### src/rtl/bus_xfer_ctrl.sv
`default_nettype none
// ============================================================================
//  Module      : bus_xfer_ctrl
//  Description : Sequences register-to-register moves over a shared data bus.
//                Requests {src,dst} are queued in a small FIFO. For each one the
//                source is muxed onto the bus for a full cycle, then a one-hot
//                load enable strobes the destination for one cycle.
//                Optional macro XFER_CNT_EN adds a 16-bit wrapping xfer_cnt
//                output that counts completed transfers.
//  Revision    : 1.0 - initial release
// ============================================================================
module bus_xfer_ctrl #(
    parameter int NREG   = 8,
    parameter int SELW   = 3,
    parameter int DATA_W = 16,
    parameter int QDEPTH = 4
) (
    input  logic                   clk,
    input  logic                   reset,
    input  logic                   req_valid,
    output logic                   req_ready,
    input  logic [SELW-1:0]        req_src,
    input  logic [SELW-1:0]        req_dst,
    input  logic [NREG*DATA_W-1:0] reg_q,
    output logic [DATA_W-1:0]      bus_out,
    output logic [NREG-1:0]        load_en,
    output logic                   busy,
    output logic                   done,
    output logic                   err
`ifdef XFER_CNT_EN
    ,
    output logic [15:0]            xfer_cnt
`endif
);

    localparam int c_PTRW  = $clog2(QDEPTH);
    localparam int c_NSLOT = 1 << SELW;

    typedef enum logic [1:0] {
        S_IDLE = 2'd0,
        S_SEL  = 2'd1,
        S_LOAD = 2'd2,
        S_DONE = 2'd3
    } state_t;

    state_t            r_state;
    state_t            w_state_nxt;
    logic [SELW-1:0]   r_sel;
    logic [SELW-1:0]   r_dsel;
    logic [SELW-1:0]   w_sel_nxt;
    logic [SELW-1:0]   w_dsel_nxt;
    logic              r_err;
    logic              w_err_nxt;

    logic [2*SELW-1:0] r_fifo [QDEPTH];
    logic [c_PTRW:0]   r_wr_ptr;
    logic [c_PTRW:0]   r_rd_ptr;
    logic              w_empty;
    logic              w_full;
    logic              w_push;
    logic              w_pop;
    logic [SELW-1:0]   w_head_src;
    logic [SELW-1:0]   w_head_dst;
    logic              w_head_bad;

    logic [DATA_W-1:0] w_slot [c_NSLOT];

    // Extra pointer bit distinguishes full from empty when the indices match.
    assign w_empty    = (r_wr_ptr == r_rd_ptr);
    assign w_full     = (r_wr_ptr[c_PTRW] != r_rd_ptr[c_PTRW]) &&
                        (r_wr_ptr[c_PTRW-1:0] == r_rd_ptr[c_PTRW-1:0]);
    assign req_ready  = !w_full;
    assign w_push     = req_valid && !w_full;
    assign {w_head_src, w_head_dst} = r_fifo[r_rd_ptr[c_PTRW-1:0]];
    assign w_head_bad = (int'(w_head_src) >= NREG) || (int'(w_head_dst) >= NREG);

    // Unpack the flat register bus; unused index codes read as zero.
    for (genvar i = 0; i < c_NSLOT; i++) begin : g_slot
        if (i < NREG) begin : g_real
            assign w_slot[i] = reg_q[i*DATA_W +: DATA_W];
        end else begin : g_pad
            assign w_slot[i] = '0;
        end
    end

    assign bus_out = w_slot[r_sel];
    assign done    = (r_state == S_DONE);
    assign err     = r_err;
    assign busy    = (r_state != S_IDLE) || !w_empty;

    // FIFO pointer update; reset flushes the queue.
    always_ff @(posedge clk) begin
        if (reset) begin
            r_wr_ptr <= '0;
            r_rd_ptr <= '0;
        end else begin
            if (w_push) r_wr_ptr <= r_wr_ptr + 1'b1;
            if (w_pop)  r_rd_ptr <= r_rd_ptr + 1'b1;
        end
    end

    // FIFO storage write; contents are don't-care while the slot is empty.
    always_ff @(posedge clk) begin
        if (w_push) r_fifo[r_wr_ptr[c_PTRW-1:0]] <= {req_src, req_dst};
    end

    // FSM state, selected indices and the registered error pulse.
    always_ff @(posedge clk) begin
        if (reset) begin
            r_state <= S_IDLE;
            r_sel   <= '0;
            r_dsel  <= '0;
            r_err   <= 1'b0;
        end else begin
            r_state <= w_state_nxt;
            r_sel   <= w_sel_nxt;
            r_dsel  <= w_dsel_nxt;
            r_err   <= w_err_nxt;
        end
    end

    // Next-state logic: IDLE and DONE both pop the head; bad indices are dropped.
    always_comb begin
        w_state_nxt = r_state;
        w_sel_nxt   = r_sel;
        w_dsel_nxt  = r_dsel;
        w_pop       = 1'b0;
        w_err_nxt   = 1'b0;
        case (r_state)
            S_IDLE, S_DONE: begin
                w_state_nxt = S_IDLE;
                if (!w_empty) begin
                    w_pop = 1'b1;
                    if (w_head_bad) begin
                        w_err_nxt = 1'b1;
                    end else begin
                        w_sel_nxt   = w_head_src;
                        w_dsel_nxt  = w_head_dst;
                        w_state_nxt = S_SEL;
                    end
                end
            end
            S_SEL:   w_state_nxt = S_LOAD;
            S_LOAD:  w_state_nxt = S_DONE;
            default: w_state_nxt = S_IDLE;
        endcase
    end

    // One-hot load strobe, decoded from registered state so reset kills it at once.
    always_comb begin
        load_en = '0;
        for (int i = 0; i < NREG; i++) begin
            if ((r_state == S_LOAD) && (int'(r_dsel) == i)) load_en[i] = 1'b1;
        end
    end

`ifdef XFER_CNT_EN
    logic [15:0] r_xfer_cnt;

    // Completed-transfer counter, wraps naturally at 16 bits.
    always_ff @(posedge clk) begin
        if (reset)                r_xfer_cnt <= '0;
        else if (r_state == S_DONE) r_xfer_cnt <= r_xfer_cnt + 16'd1;
    end

    assign xfer_cnt = r_xfer_cnt;
`endif

endmodule
`default_nettype wire
### config.mk
export PLATFORM = sky130hd
export DESIGN_NAME = bus_xfer_ctrl
export DESIGN_NICKNAME = d
export VERILOG_FILES = /design/src/rtl/bus_xfer_ctrl.sv
export SDC_FILE = /design/constraint.sdc
export NUM_CORES = 1
export LEC_CHECK = 0
export ABC_CLOCK_PERIOD_IN_PS = 3600
export BUFFER_PORTS_ARGS = -buffer_cell sky130_fd_sc_hd__buf_4
export CORE_MARGIN = 2
export CORE_UTILIZATION = 36
export CTS_BUF_LIST = sky130_fd_sc_hd__clkbuf_4
export CTS_CLUSTER_SIZE = 12
export DETAILED_ROUTE_END_ITERATION = 8
export PLACE_DENSITY = 0.72
export SLEW_MARGIN = 20
export SYNTH_ARGS = -nofsm -noshare
export SYNTH_HDL_FRONTEND = slang
export SYNTH_SLANG_ARGS = --single-unit
### constraint.sdc
create_clock -name clk -period 3.6 [get_ports clk]
set_input_delay 0.36 -clock clk [delete_from_list [all_inputs] [get_ports clk]]
set_output_delay 0.36 -clock clk [all_outputs]
set_load 0.05 [all_outputs]
== Word-level counts from Yosys, hierarchy flattened ==
Memories as Yosys holds them, arrays and structs flattened. A register that Yosys moved wholly into a read port is not among the register bits.
Index checks and enable logic that the tools add are counted.

* Bits in registers: 8
* Output and inout port bits: 28
* Bits of input ports: 137
* Bits in writable memories: 24
* Word-level logic and storage cells: 57
* Memories: 1

* Add/subtract/negate cells: 2
* Bitwise gates (word level): 2
* Reductions and logical operators: 18
* Eq/ne operators: 13
* Muxes and demuxes: 17
* Magnitude comparators: 1

{| class="wikitable"
|+ Memory list
! memory !! words !! width !! rd ports !! clocked after memory_dff !! write ports !! line !! RTL
|-
| r_fifo || 4 || 6 || 1 || 1 || 1 || 55 || <nowiki>logic [2*SELW-1:0] r_fifo [QDEPTH];</nowiki>
|}

{| class="wikitable"
|+ Operators by type and width
! operator !! count
|-
| $bmux 16 s3 || 1
|-
| $mux 16 || 2
|-
| $mux 1 || 13
|-
| $eq 3x3->1 const B || 4
|-
| $logic_and 1x1->1 || 10
|-
| $add 3x1->3 const B || 2
|-
| $eq 3x2->1 const B || 2
|-
| $pmux 2 s3 || 1
|-
| $eq 2x2->1 const B || 2
|-
| $ge 4x4->1 const B || 1
|-
| $not 3->4 || 1
|-
| $eq 3x1->1 const B || 1
|-
| $eq 3x3->1 || 1
|-
| $logic_not 3->1 || 1
|-
| $eq 2x1->1 const B || 1
|-
| $eq 2x2->1 || 1
|-
| $logic_not 1->1 || 2
|-
| $logic_not 2->1 || 1
|-
| $reduce_and 2->1 || 1
|-
| $reduce_bool 2->1 || 1
|-
| $reduce_or 2->1 || 1
|-
| $logic_or 1x1->1 || 1
|-
| $ne 1x1->1 || 1
|-
| $not 1->1 || 1
|}

== Longest topological paths before layout ==
* Word-level depth: 6
* Depth in mapped cells: 5

== Least setup slack after synthesis ==
Ideal clock, no wire load.

* Path type: register to output
* Start: register r_state[0]
* End: output load_en[0]
* Path buffers: 0
* Data required time: 3.240 ns
* Path slack: 1.551 ns
* Cell stages (with the launch flop): 5
* Arrival time: 1.689 ns
* Path through: dfxtp_1 -> inv_1 -> ha_1 -> nand2b_1 -> nor3_1

* Cells in the longest elaborated chain, start to end: 3

{| class="wikitable"
|+ RTL lines
! item !! line !! RTL
|-
| from (decl) || 46 || <nowiki>state_t r_state;</nowiki>
|-
| from (signal assigned) || 115 || <nowiki>r_state <= w_state_nxt;</nowiki>
|-
| $eq 2x2->1 || 153 || <nowiki>if ((r_state == S_LOAD) && (int'(r_dsel) == i)) load_en[i] = 1'b1;</nowiki>
|-
| $logic_and 1x1->1 || 153 ||
|-
| $mux 1 || 153 ||
|-
| to (decl) || 26 || <nowiki>output logic [NREG-1:0] load_en,</nowiki>
|}

No other way between the ends.

== Worst setup path in the final report ==
* Start: register r_sel[0]
* End: output bus_out[15]

* Cells in the longest elaborated chain, start to end: 4

{| class="wikitable"
|+ RTL lines
! item !! line !! RTL
|-
| from (decl) || 48 || <nowiki>logic [SELW-1:0] r_sel;</nowiki>
|-
| from (signal assigned) || 116 || <nowiki>r_sel <= w_sel_nxt;</nowiki>
|-
| $not 3->4 (not written as such) || 86 || <nowiki>assign bus_out = w_slot[r_sel];</nowiki>
|-
| $bmux 16 s3 || 86 ||
|-
| $mux 16 (not written as such) (2 in a row) || 86 ||
|-
| to (decl) || 25 || <nowiki>output logic [DATA_W-1:0] bus_out,</nowiki>
|}

No other way between the ends. The select of a mux whose other input is x is not followed.

==> results.cfg <==
[run_status]
outcome = complete, no violations

[yosys]
syn_avg_cell_area_um2 = 14.0
synth_enable_flop_cells = 24
yosysTopAreaCell = mux4_2
yosysWarnings = 0
syn-num-nets = 340
netlist_area_mm2 = 0.00272
ys_seq_area_frac = 0.368
ys_ff_latch = 38
syn_inst = 195
synth_top_area_share = 0.314
ys_types = 34
synth_ff_type = edfxtp_1
synth_area_leaders = mux4_2 31%, edfxtp_1 26%, dfxtp_1 10%
async_flop_share = 0

[placed_design]
place_congestion = 0.869
dp_hpwl_um = 7000
place_inst = 443
port_buffers = 163

[sta]
fin_setup_tns_ns = 0
max_slew.worst_pin.slew_ns = 0.892
post-route-period-util = 0.747
min_period_ns = 2.69
hold_viol_final = 0
finalSetupViolCount = 0
rsz0062_at_grt = no
clock.fmax_mhz = 372
slew-limit-headroom = 0.405
slew_viol_final = 0
clock_skew_ns = 0.0114

[worst_hold_path]
hp-class = input port to register
hold_start = req_dst[0]

[layout]
post-route-util = 0.557
n_fill_cell = 613
fin_cells = 451
synthToLayoutAreaGrowth_pct = 49.2
layout-drive-gt1-share = 0.670
nNetsFinal = 496
final-seq-area_mm2 = 0.00100
multi_input_area_mm2 = 0.00159
diodes = 0

[power_and_ir_drop]
power_density_mw_per_mm2 = 537
power_leakage_nw = 1.70
peakVddDrop_v = 0.000330
power_mw = 2.18

[cts]
cts_sinks = 38
clockBufferDepth = 2
cts_resized = 0
htreeDepth = 2
post_cts_buffers = 0
clock_latency_ns = 0.35
cts_root_buf = clkbuf_4
clk_pin_slew_worst_paths_ns = 0.12
cts_tree = built
cts_buffers = 5
ctsHoldBuffers = 0

[global_route]
grt_max_degree = 30
grt_pass1_wl_um = 13600
grt_pass1_vias = 2544
grt_usage = 0.211
grt-ovfl-total = 0
grt_antenna_before_repair = 0

[worst_setup_path]
crit_path_start = r_sel[0]
crit_type = register to primary output
path_common_cell = buf_4
endpoint = bus_out[15]
worstPathMaxFanout = 29
reg2reg_from = r_rd_ptr[0]
startpoint_type = register
crit_path_top_delay_cell = mux4_2
r2r_slack_ns = 1.73
required_ns = 3.24
reg2reg_to = r_rd_ptr[0]
crit_chain = buf_4 > mux4_2 > mux2_2 > buf_4
r2r_cells = 3
critical_path.max_stage_delay_ns = 0.57
cp.arrival_ns = 2.33
cp-end-kind = primary output

[drt]
wirelength_um = 8550
drt_iter0_drc = 34
drtAntennaViolNets = 0
via_per_inst = 5.16
drc = 0
drt_first_pass_iters = 4
vias = 2326
wire_per_inst_um = 19.0

[floorplan]
ios = 165
die_w_um = 90.9
fp-row-count = 31
fp.coreArea_mm2 = 0.00729
start_util = 0.373
fp.dieH_um = 90.9
die_area_mm2 = 0.00827

[run]
maxCapViolCount = 0
-- how the worst min path moves through the flow --
stage	depth (start not counted)	endpoint	slack, ns
floorplan	2	r_dsel[0]	0.44
global placement	2	r_dsel[0]	0.47
detailed placement	2	r_dsel[0]	0.48
CTS	1	r_fifo[1][4]	0.20
global route	1	r_fifo[2][1]	0.19
finish	1	r_fifo[1][0]	0.20
-- kinds of logic after synthesis --
logic type	Yosys count	synth area share
multiplexers	64	0.420
AO/OA/AOI/OAI	10	0.0290
flip-flops	38	0.368
adder cells (fa/ha/maj)	8	0.0368
buffers and inverters	24	0.0483
other	1	0.00138
AND/OR/NAND/NOR	44	0.0777
XOR/XNOR	6	0.0193
-- cells in the mapped netlist, drive strengths merged, types with 2 or more instances --
cell and number:
and2 4, nand3 2, mux2 18, mux2i 8, nand2b 3, xnor2 3
o311ai 2, nor2b 2, dfxtp 14, nand2 19, buf 9, ha 8
inv 7, nor3 2, mux4 38, edfxtp 24, clkbuf 7, nor2 9
xor2 3, o31ai 2
-- final cells by class --
cell class | count | share of cell area
timing repair buffer | 165 | 0.305
clock inverter | 3 | 0.00986
clock buffer | 5 | 0.00924
tap | 99 | 0.0305
inverter | 8 | 0.00739
sequential | 38 | 0.247
multi-input combinational | 133 | 0.391
-- stage by stage --
step / cell area, µm² / hold WS [ns] / setup slack [ns]
after floorplan: 2720 / 0.443 / 1.55
after global placement: 3980 / 0.473 / 1.32
after detailed placement: 3980 / 0.475 / 1.26
after CTS: 4060 / 0.196 / 0.863
after global routing: 4060 / 0.190 / 0.739
final: 4060 / 0.204 / 0.911
-- worst max-delay path: cells and delay by family (launching register included) --
kind	cells	cell delay, ns
mux	2	0.86
flops	1	0.42
buf+inv	2	0.66
-- metal layers --
layer	part of all wire	up-vias	global-route usage
met3	0.077	24	0.0664
met4	0.035	0	0.0846
met2	0.52	97	0.364
li1	-	1072	-
met5	0	-	0
met1	0.37	1133	0.242
-- cell usage in the layout (no fill, tap or decap), drive strengths merged --
cell	Yosys	routed
buf	9	165
mux4	38	38
edfxtp	24	24
nand2	19	19
mux2	18	18
dfxtp	14	14
nor2	9	9
mux2i	8	8
ha	8	8
inv	7	7
clkbuf	7	5
and2	4	4
xor2	3	3
xnor2	3	3
nand2b	3	3
clkinv	1	3
nand3	2	2
nor3	2	2
o31ai	2	2
o311ai	2	2
nor2b	2	2
o31a	1	1
nand4	1	1
a31oi	1	1
nor4bb	1	1
a211o	1	1
nor4b	1	1
o211ai	1	1
a31o	1	1
a21oi	1	1
conb	1	1
bufinv	0	1
-- sequential cells by signal, summed over array words and instances (netlist names) --
signal	cells
r_fifo	24
r_rd_ptr	3
r_state	2
r_dsel	3
r_sel	3
r_wr_ptr	3
-- power breakdown --
part	internal, mW	switching, mW
Combinational	0.603	0.663
Sequential	0.525	0.0988
Clock	0.144	0.146
(Power assumes the default switching activity.)
